$ cat config.mk
export PLATFORM = sky130hd
export DESIGN_NAME = pos_tracker
export DESIGN_NICKNAME = d
export VERILOG_FILES = /design/src/rtl/pos_pkg.sv /design/src/rtl/pos_axis.sv /design/src/rtl/pos_tracker.sv
export SDC_FILE = /design/constraint.sdc
export NUM_CORES = 1
export LEC_CHECK = 0
export CAP_MARGIN = 20
export CORE_MARGIN = 3
export CORE_UTILIZATION = 54
export DETAILED_ROUTE_END_ITERATION = 8
export PLACE_DENSITY = 0.82
export SLEW_MARGIN = 20
export SYNTH_ARGS = -nofsm -noshare
export SYNTH_HDL_FRONTEND = slang
export SYNTH_SLANG_ARGS = --single-unit
$ cat constraint.sdc
create_clock -name clk -period 4.3 [get_ports clk]
set_clock_uncertainty 0.2 [all_clocks]
set_input_delay 0.86 -clock clk [delete_from_list [all_inputs] [get_ports clk]]
set_output_delay 0.86 -clock clk [all_outputs]
set_load 0.05 [all_outputs]
$ cat src/rtl/pos_pkg.sv
// Shared constants and types for the X/Y position tracker.
package pos_pkg;

    localparam int DIR_RIGHT = 3;
    localparam int DIR_LEFT  = 2;
    localparam int DIR_DOWN  = 1;
    localparam int DIR_UP    = 0;

    localparam int EDGE_X_MAX = 3;
    localparam int EDGE_X_MIN = 2;
    localparam int EDGE_Y_MIN = 1;
    localparam int EDGE_Y_MAX = 0;

    typedef enum logic [1:0] {IDLE, DELAY, REPEAT} rpt_state_e;

    // Opposing buttons cancel each other out.
    function automatic logic signed [1:0] axis_dir(input logic plus, input logic minus);
        if (plus && !minus) begin
            return 2'sd1;
        end else if (minus && !plus) begin
            return -2'sd1;
        end
        return 2'sd0;
    endfunction

endpackage

$ cat src/rtl/pos_axis.sv
// One coordinate axis: load clipping, then wrap or clamp stepping within 0..MAX.
module pos_axis #(
    parameter int WIDTH  = 8,
    parameter int MAX    = 255,
    parameter int STEP_W = 4
) (
    input  logic [WIDTH-1:0]  pos_i,
    input  logic signed [1:0] dir_i,
    input  logic [STEP_W-1:0] step_i,
    input  logic              wrap_en_i,
    input  logic              load_i,
    input  logic [WIDTH-1:0]  load_val_i,
    output logic [WIDTH-1:0]  next_o,
    output logic              changed_o
);

    localparam logic [WIDTH:0] MAX_E  = (WIDTH+1)'(MAX);
    localparam logic [WIDTH:0] MAX_P1 = (WIDTH+1)'(MAX + 1);

    logic [WIDTH:0] pos_e;
    logic [WIDTH:0] step_e;
    logic [WIDTH:0] load_e;
    logic [WIDTH:0] sum;
    logic [WIDTH:0] res;

    assign pos_e  = {1'b0, pos_i};
    assign step_e = (WIDTH+1)'(step_i);
    assign load_e = {1'b0, load_val_i};
    assign sum    = pos_e + step_e;

    always_comb begin
        res = pos_e;
        if (load_i) begin
            res = (load_e > MAX_E) ? MAX_E : load_e;
        end else if (dir_i > 2'sd0) begin
            if (sum > MAX_E) begin
                res = wrap_en_i ? (sum - MAX_P1) : MAX_E;
            end else begin
                res = sum;
            end
        end else if (dir_i < 2'sd0) begin
            // pos + (MAX+1) stays below 2^(WIDTH+1), so no intermediate overflow.
            if (step_e > pos_e) begin
                res = wrap_en_i ? (pos_e + MAX_P1 - step_e) : '0;
            end else begin
                res = pos_e - step_e;
            end
        end
    end

    assign next_o    = WIDTH'(res);
    assign changed_o = (next_o != pos_i);

endmodule

$ cat src/rtl/pos_tracker.sv
// X/Y cursor position tracker with wrap/clamp edges and load.
// Define POS_TRACKER_AUTOREPEAT_EN to build the held-button auto-repeat timer.
module pos_tracker
    import pos_pkg::*;
#(
    parameter int WIDTH        = 8,
    parameter int X_MAX        = 255,
    parameter int Y_MAX        = 255,
    parameter int X_INIT       = 0,
    parameter int Y_INIT       = 0,
    parameter int STEP_W       = 4,
    parameter int REPEAT_DELAY = 16,
    parameter int REPEAT_RATE  = 4
) (
    input  logic              clk,
    input  logic              rst,
    input  logic [3:0]        dir_rldu,
    input  logic [STEP_W-1:0] step,
    input  logic              wrap_en,
    input  logic              load_valid,
    input  logic [WIDTH-1:0]  load_x,
    input  logic [WIDTH-1:0]  load_y,
    output logic [WIDTH-1:0]  x_pos,
    output logic [WIDTH-1:0]  y_pos,
    output logic              moved,
    output logic [3:0]        at_edge
);

    logic signed [1:0] dx;
    logic signed [1:0] dy;
    logic signed [1:0] dx_mv;
    logic signed [1:0] dy_mv;
    logic              dir_nz;
    logic              tick;

    assign dx     = axis_dir(dir_rldu[DIR_RIGHT], dir_rldu[DIR_LEFT]);
    assign dy     = axis_dir(dir_rldu[DIR_UP], dir_rldu[DIR_DOWN]);
    assign dir_nz = (dx != 2'sd0) || (dy != 2'sd0);

`ifdef POS_TRACKER_AUTOREPEAT_EN
    localparam int CNT_MAX = (REPEAT_DELAY > REPEAT_RATE) ? REPEAT_DELAY : REPEAT_RATE;
    localparam int CNT_W   = $clog2(CNT_MAX + 1);

    rpt_state_e       state_q;
    logic [CNT_W-1:0] cnt_q;
    logic [3:0]       dir_q;
    logic             new_press;
    logic             delay_done;
    logic             rate_done;

    assign new_press  = ({dx, dy} != dir_q);
    assign delay_done = (cnt_q == CNT_W'(REPEAT_DELAY - 1));
    assign rate_done  = (cnt_q == CNT_W'(REPEAT_RATE - 1));

    always_comb begin
        tick = 1'b0;
        if (!load_valid && dir_nz) begin
            unique case (state_q)
                IDLE:    tick = 1'b1;
                DELAY:   tick = new_press || delay_done;
                REPEAT:  tick = new_press || rate_done;
                default: tick = 1'b1;
            endcase
        end
    end

    always_ff @(posedge clk or posedge rst) begin
        if (rst) begin
            state_q <= IDLE;
            cnt_q   <= '0;
            dir_q   <= '0;
        end else begin
            dir_q <= {dx, dy};
            if (load_valid || !dir_nz) begin
                state_q <= IDLE;
                cnt_q   <= '0;
            end else if (state_q == IDLE || new_press) begin
                state_q <= DELAY;
                cnt_q   <= '0;
            end else if (state_q == DELAY) begin
                if (delay_done) begin
                    state_q <= REPEAT;
                    cnt_q   <= '0;
                end else begin
                    cnt_q <= cnt_q + 1'b1;
                end
            end else begin
                cnt_q <= rate_done ? '0 : cnt_q + 1'b1;
            end
        end
    end
`else
    assign tick = dir_nz;
`endif

    assign dx_mv = tick ? dx : 2'sd0;
    assign dy_mv = tick ? dy : 2'sd0;

    logic [WIDTH-1:0] x_q, x_d;
    logic [WIDTH-1:0] y_q, y_d;
    logic             moved_q;
    logic             x_chg, y_chg;

    pos_axis #(.WIDTH(WIDTH), .MAX(X_MAX), .STEP_W(STEP_W)) u_axis_x (
        .pos_i      (x_q),
        .dir_i      (dx_mv),
        .step_i     (step),
        .wrap_en_i  (wrap_en),
        .load_i     (load_valid),
        .load_val_i (load_x),
        .next_o     (x_d),
        .changed_o  (x_chg)
    );

    pos_axis #(.WIDTH(WIDTH), .MAX(Y_MAX), .STEP_W(STEP_W)) u_axis_y (
        .pos_i      (y_q),
        .dir_i      (dy_mv),
        .step_i     (step),
        .wrap_en_i  (wrap_en),
        .load_i     (load_valid),
        .load_val_i (load_y),
        .next_o     (y_d),
        .changed_o  (y_chg)
    );

    always_ff @(posedge clk or posedge rst) begin
        if (rst) begin
            x_q     <= WIDTH'(X_INIT);
            y_q     <= WIDTH'(Y_INIT);
            moved_q <= 1'b0;
        end else begin
            x_q     <= x_d;
            y_q     <= y_d;
            moved_q <= x_chg || y_chg;
        end
    end

    assign x_pos = x_q;
    assign y_pos = y_q;
    assign moved = moved_q;

    always_comb begin
        at_edge             = '0;
        at_edge[EDGE_X_MAX] = (x_q == WIDTH'(X_MAX));
        at_edge[EDGE_X_MIN] = (x_q == '0);
        at_edge[EDGE_Y_MIN] = (y_q == '0);
        at_edge[EDGE_Y_MAX] = (y_q == WIDTH'(Y_MAX));
    end

endmodule

-- Yosys cells after proc, flatten, opt, wreduce, memory -nomap -nowiden
Index checks and enable logic that the tools add are counted.
- add/sub/neg operators: 10
- magnitude comparators: 10
- equal/unequal tests: 4
- mux-type cells: 28
- reduce and logical (&&, ||, !) cells: 14
- operators by type and width (kind ; count):
    8-bit 2-to-1 mux ; 16
    8-bit by 4-bit subtractor with 8-bit output ; 4
    8-bit by 4-bit adder with 9-bit output ; 2
    9-bit by 8-bit greater-than comparator with 1-bit output, second input constant ; 2
    8-bit by 1-bit adder with 8-bit output, second input constant ; 2
    8-bit == test, second input constant ; 2
    4-bit by 8-bit greater-than comparator with 1-bit output ; 2
    8-bit greater-than comparator, second input constant ; 2
    8-bit logical NOT ; 2
    2-bit 2-to-1 mux ; 8
    8-bit != test ; 2
    8-bit by 1-bit subtractor with 8-bit output, second input constant ; 2
    2-bit by 1-bit greater-than comparator with 1-bit output, second input constant ; 2
    1-bit logical AND ; 4
    1-bit logical NOT ; 4
    2-bit by 1-bit < comparator with 1-bit output, second input constant ; 2
    1-bit 2-to-1 mux ; 4
    2-bit nonzero test ; 2
    1-bit logical OR ; 2
- flip-flop bits (word level): 17
- output and inout port bits: 21
- logic and storage cells: 69

-- Logic depth before layout (Yosys ltp)
- depth in word-level cells: 14
- mapped depth: 13
- depth with buffers taken out: 12

-- By module
Synthesis repeated with hierarchy kept, for this count alone.
- cell total of the unflattened synthesis: 352
- area, all modules: 2770.2 um^2
- by module, submodules not included (module ; times used ; cells each ; area each (um^2) ; sequential area each (um^2)):
    pos_axis at u_axis_x ; 1 ; 161 ; 1159.9 ; 0.0
    pos_axis at u_axis_y ; 1 ; 154 ; 1064.8 ; 0.0
    pos_tracker ; 1 ; 37 ; 545.5 ; 425.4

-- Worst setup path after synthesis
Ideal clock, no wire load.
- kind: input to register
- start: in step[0]
- end: reg moved_q, in the netlist moved
- library setup time: 134 ps
- arrival time: 3030 ps
- data required time: 3966 ps
- slack: 937 ps
- stages: 11
- buffers on the path: 0
- path through: ha_1 -> inv_1 -> fa_1 -> a21o_1 -> a2111oi_4 -> nor2_2 -> a221oi_2 -> o41ai_1 -> xor2_1 -> nor4_1 -> nand4_1
- word-level cells in the longest chain between the ends: 8
- ends and longest elaborated chain (item ; RTL line ; source):
    start: declaration ; pos_tracker.sv:18 ; input logic [STEP_W-1:0] step,
    8-bit by 4-bit adder with 9-bit output / 8-bit by 4-bit subtractor with 8-bit output (equally long branches) ; pos_axis.sv:29, pos_axis.sv:44 ;
    8-bit by 1-bit subtractor with 8-bit output / 8-bit 2-to-1 mux (equally long branches) ; pos_axis.sv:37, pos_axis.sv:44 ;
    8-bit 2-to-1 mux, on equally long branches ; pos_axis.sv:37, pos_axis.sv:43 ;
    8-bit 2-to-1 mux, on equally long branches ; pos_axis.sv:36, pos_axis.sv:41 ;
    8-bit 2-to-1 mux * ; pos_axis.sv:35 ; end else if (dir_i > 2'sd0) begin
    8-bit 2-to-1 mux * ; pos_axis.sv:33 ; if (load_i) begin
    named net u_axis_y.next_o[3] ; pos_axis.sv:13 ; output logic [WIDTH-1:0] next_o,
    8-bit != test * ; pos_axis.sv:52 ; assign changed_o = (next_o != pos_i);
    1-bit logical OR * ; pos_tracker.sv:134 ; moved_q <= x_chg || y_chg;
    end signal: assignment ; pos_tracker.sv:134 ;
    end: declaration ; pos_tracker.sv:101 ; logic moved_q;
Mark *: on every way through the listed nets, which the timed path passes. The rest lies on a longest branch.

-- Final worst setup path
Same ends and word-level chain as after synthesis.

==> out/results.tsv <==
metric	value	unit
status	complete, no violations	
stdcell_area	3180	um^2
drive_gt1_frac	0.0689	
grt_overflow	0	
viasPerCell	6.66	
htree_levels	1	
setup_violations	0	
leakage	1.23	nW
numCtsBuffers	3	
track_usage	0.296	
synthToLayoutAreaGrowth	22.2	%
gp_congestion	0.930	
grt_pass1_vias	2612	
cp_slowest_cell	clkdlybuf4s50_1	
async_flop_share	1.00	
power.density	299	nW/um^2
synth_enable_flop_cells	0	
power_switching	0.472	mW
end_kind	flop	
utilization	0.707	
rsz0062_at_grt	no	
p_sw_frac	0.495	
final_cells	444	
worst_pin_slew	748	ps
grt_pass1_wl	13000	um
finalNetCount	441	
std_cell_rows	24	
dp_cells	440	
io-pin-count	49	
drtIter0Drc	473	
cts_sinks	17	
layout_setup_ws	296	ps
drc	0	
synth_cell_types	61	
period_share	0.931	
fp.dieArea	5700	um^2
cts_tree	built	
holdBufCountCts	0	
cp.arrival	3940	ps
dp_hpwl	6300	um
netlist_instances	353	
cts_setup_buffers	0	
crit_path_start_kind	input port	
power.total	0.953	mW
crit_chain	clkdlybuf4s50_1 -> ha_1 -> fa_1 -> nor2b_1 -> o31ai_1 -> buf_4 -> o31ai_4 -> nor2_1 -> o41ai_1 -> xor2_1 -> nor4_1 -> nand4_1	
maxCapViolCount	0	
timing.fmax	0.250	GHz
hold_violations	0	
seq_power_share	0.260	
hp-class	reg2reg	
diodes	0	
r2r_cells	12	
core_area	4500	um^2
hold_slack	589	ps
cts.clk_slew.worst_paths	80	ps
grt_max_degree	42	
place_ws	55.0	ps
p_int	0.481	mW
wl_per_cell	18.5	um
cp_slowest_stage_delay	580	ps
port_buffers	48	
cts-resized-gates	0	
die_w	75.5	um
initial_core_util	0.579	
antenna_found_initial	0	
routed-via-count	2957	
dr.pass1.iters	6	
ys_warn_count	0	
synth-seq-cells	17	
path_class	in2reg	
finalWirelength	8230	um
place_area	3140	um^2
synthTopCellsByArea	dfrtp_1, ha_1, xnor2_1, nand2_1, nor2_1	
syn_area	2610	um^2
p_clk_frac	0.138	
min_period	4000	ps
combPwrFrac	0.603	
synth_top_area_frac	0.163	
drv_slew	0	
setup_tns	0	ps
clockBufferDepth	2	
required	4240	ps
synth_top_flop_cell	dfrtp_1	
irDropWorstVdd	0.218	mV
synth_top_area_cell	dfrtp_1	
ant_nets	0	
netlist_top_cells_count	nand2_1, nor2_1, a21oi_1, clkbuf_1, dfrtp_1	
synth-seq-area-share	0.163	
clk_latency	270	ps
synth.avg_cell_area	7.38	um^2
critPathMaxFanout	10	
cts_root_buffer	clkbuf_8	
synth_fp_nets	401	
fp.dieH	75.5	um
max-slew-margin-rel	0.501	
whs_path_depth	2	
[area by class of cell]
class / instances / area, um^2
clock buffers: 4 / 45.0
fillers: 394 / 1320
inverters: 19 / 71.3
multi-input cells: 292 / 2010
flip-flops and latches: 17 / 425
well taps: 52 / 65.1
repair buffers: 60 / 571
[power by group through the flow]
stage	registers [mW]	logic (mW)	clock network (mW)
2_1_floorplan	0.283	0.346	0
3_3_place_gp	0.247	0.554	0
3_5_place_dp	0.249	0.559	0
4_1_cts	0.246	0.564	0.130
5_1_grt	0.254	0.618	0.139
6_report	0.247	0.574	0.131
[path summary, 6_finish.rpt]
kind                                from        to  slack, ps
worst max-delay path             step[0]     moved        300
worst min-delay path            x_pos[6]  x_pos[6]        590
worst max register to register  x_pos[0]     moved        870
worst min register to register  x_pos[6]  x_pos[6]        590
max in group asynchronous            rst  y_pos[7]       2570
min in group asynchronous            rst  x_pos[3]        840
[layout by cell type, fill, tap and decap left out, types with 3 or more instances in the layout]
cell	instances
clkdlybuf4s50_1	48
nand2_1	32
nor2_1	32
a21oi_1	21
dfrtp_1	17
xnor2_1	16
ha_1	16
inv_1	15
nor3_1	13
o21ai_0	12
buf_4	12
nor2b_1	11
nand3_1	10
o31ai_1	8
xor2_1	8
nand2b_1	7
a211oi_1	7
nand4_1	7
a31oi_1	6
o41ai_1	6
or3_1	5
or4_1	5
a21o_1	4
inv_2	4
a221oi_1	4
o21ai_1	4
o22ai_1	4
o311ai_1	4
fa_1	4
o221ai_1	3
o211ai_1	3
nor4_1	3
clkbuf_8	3
[cells by family after synthesis]
group | after synthesis | synth area share
muxes | 3 | 0.0120
adders and majority gates | 20 | 0.108
DFF | 17 | 0.163
buffers and inverters | 44 | 0.0667
AOI/OAI and AO/OA | 106 | 0.300
and+or+nand+nor | 139 | 0.270
xor gates and xnor gates | 24 | 0.0807
[worst max-delay path, delay by kind of cell]
family	cells	cell delay (ps)
AO/OA/AOI/OAI	3	1040
XOR/XNOR	1	180
adder cells (fa/ha/maj)	2	430
buffers and inverters	2	730
AND/OR/NAND/NOR	4	690
[metal layers]
metal / global-route usage / wire length [um]
met2: 0.441 / 3640
met1: 0.439 / 3670
met4: 0.0388 / 87
met3: 0.0778 / 840
met5: 0 / 0
[sequential cells by signal, indices dropped and copies added (netlist names)]
name / cells
x_pos: 8
moved: 1
y_pos: 8
Power figures use the tool's default switching activity.
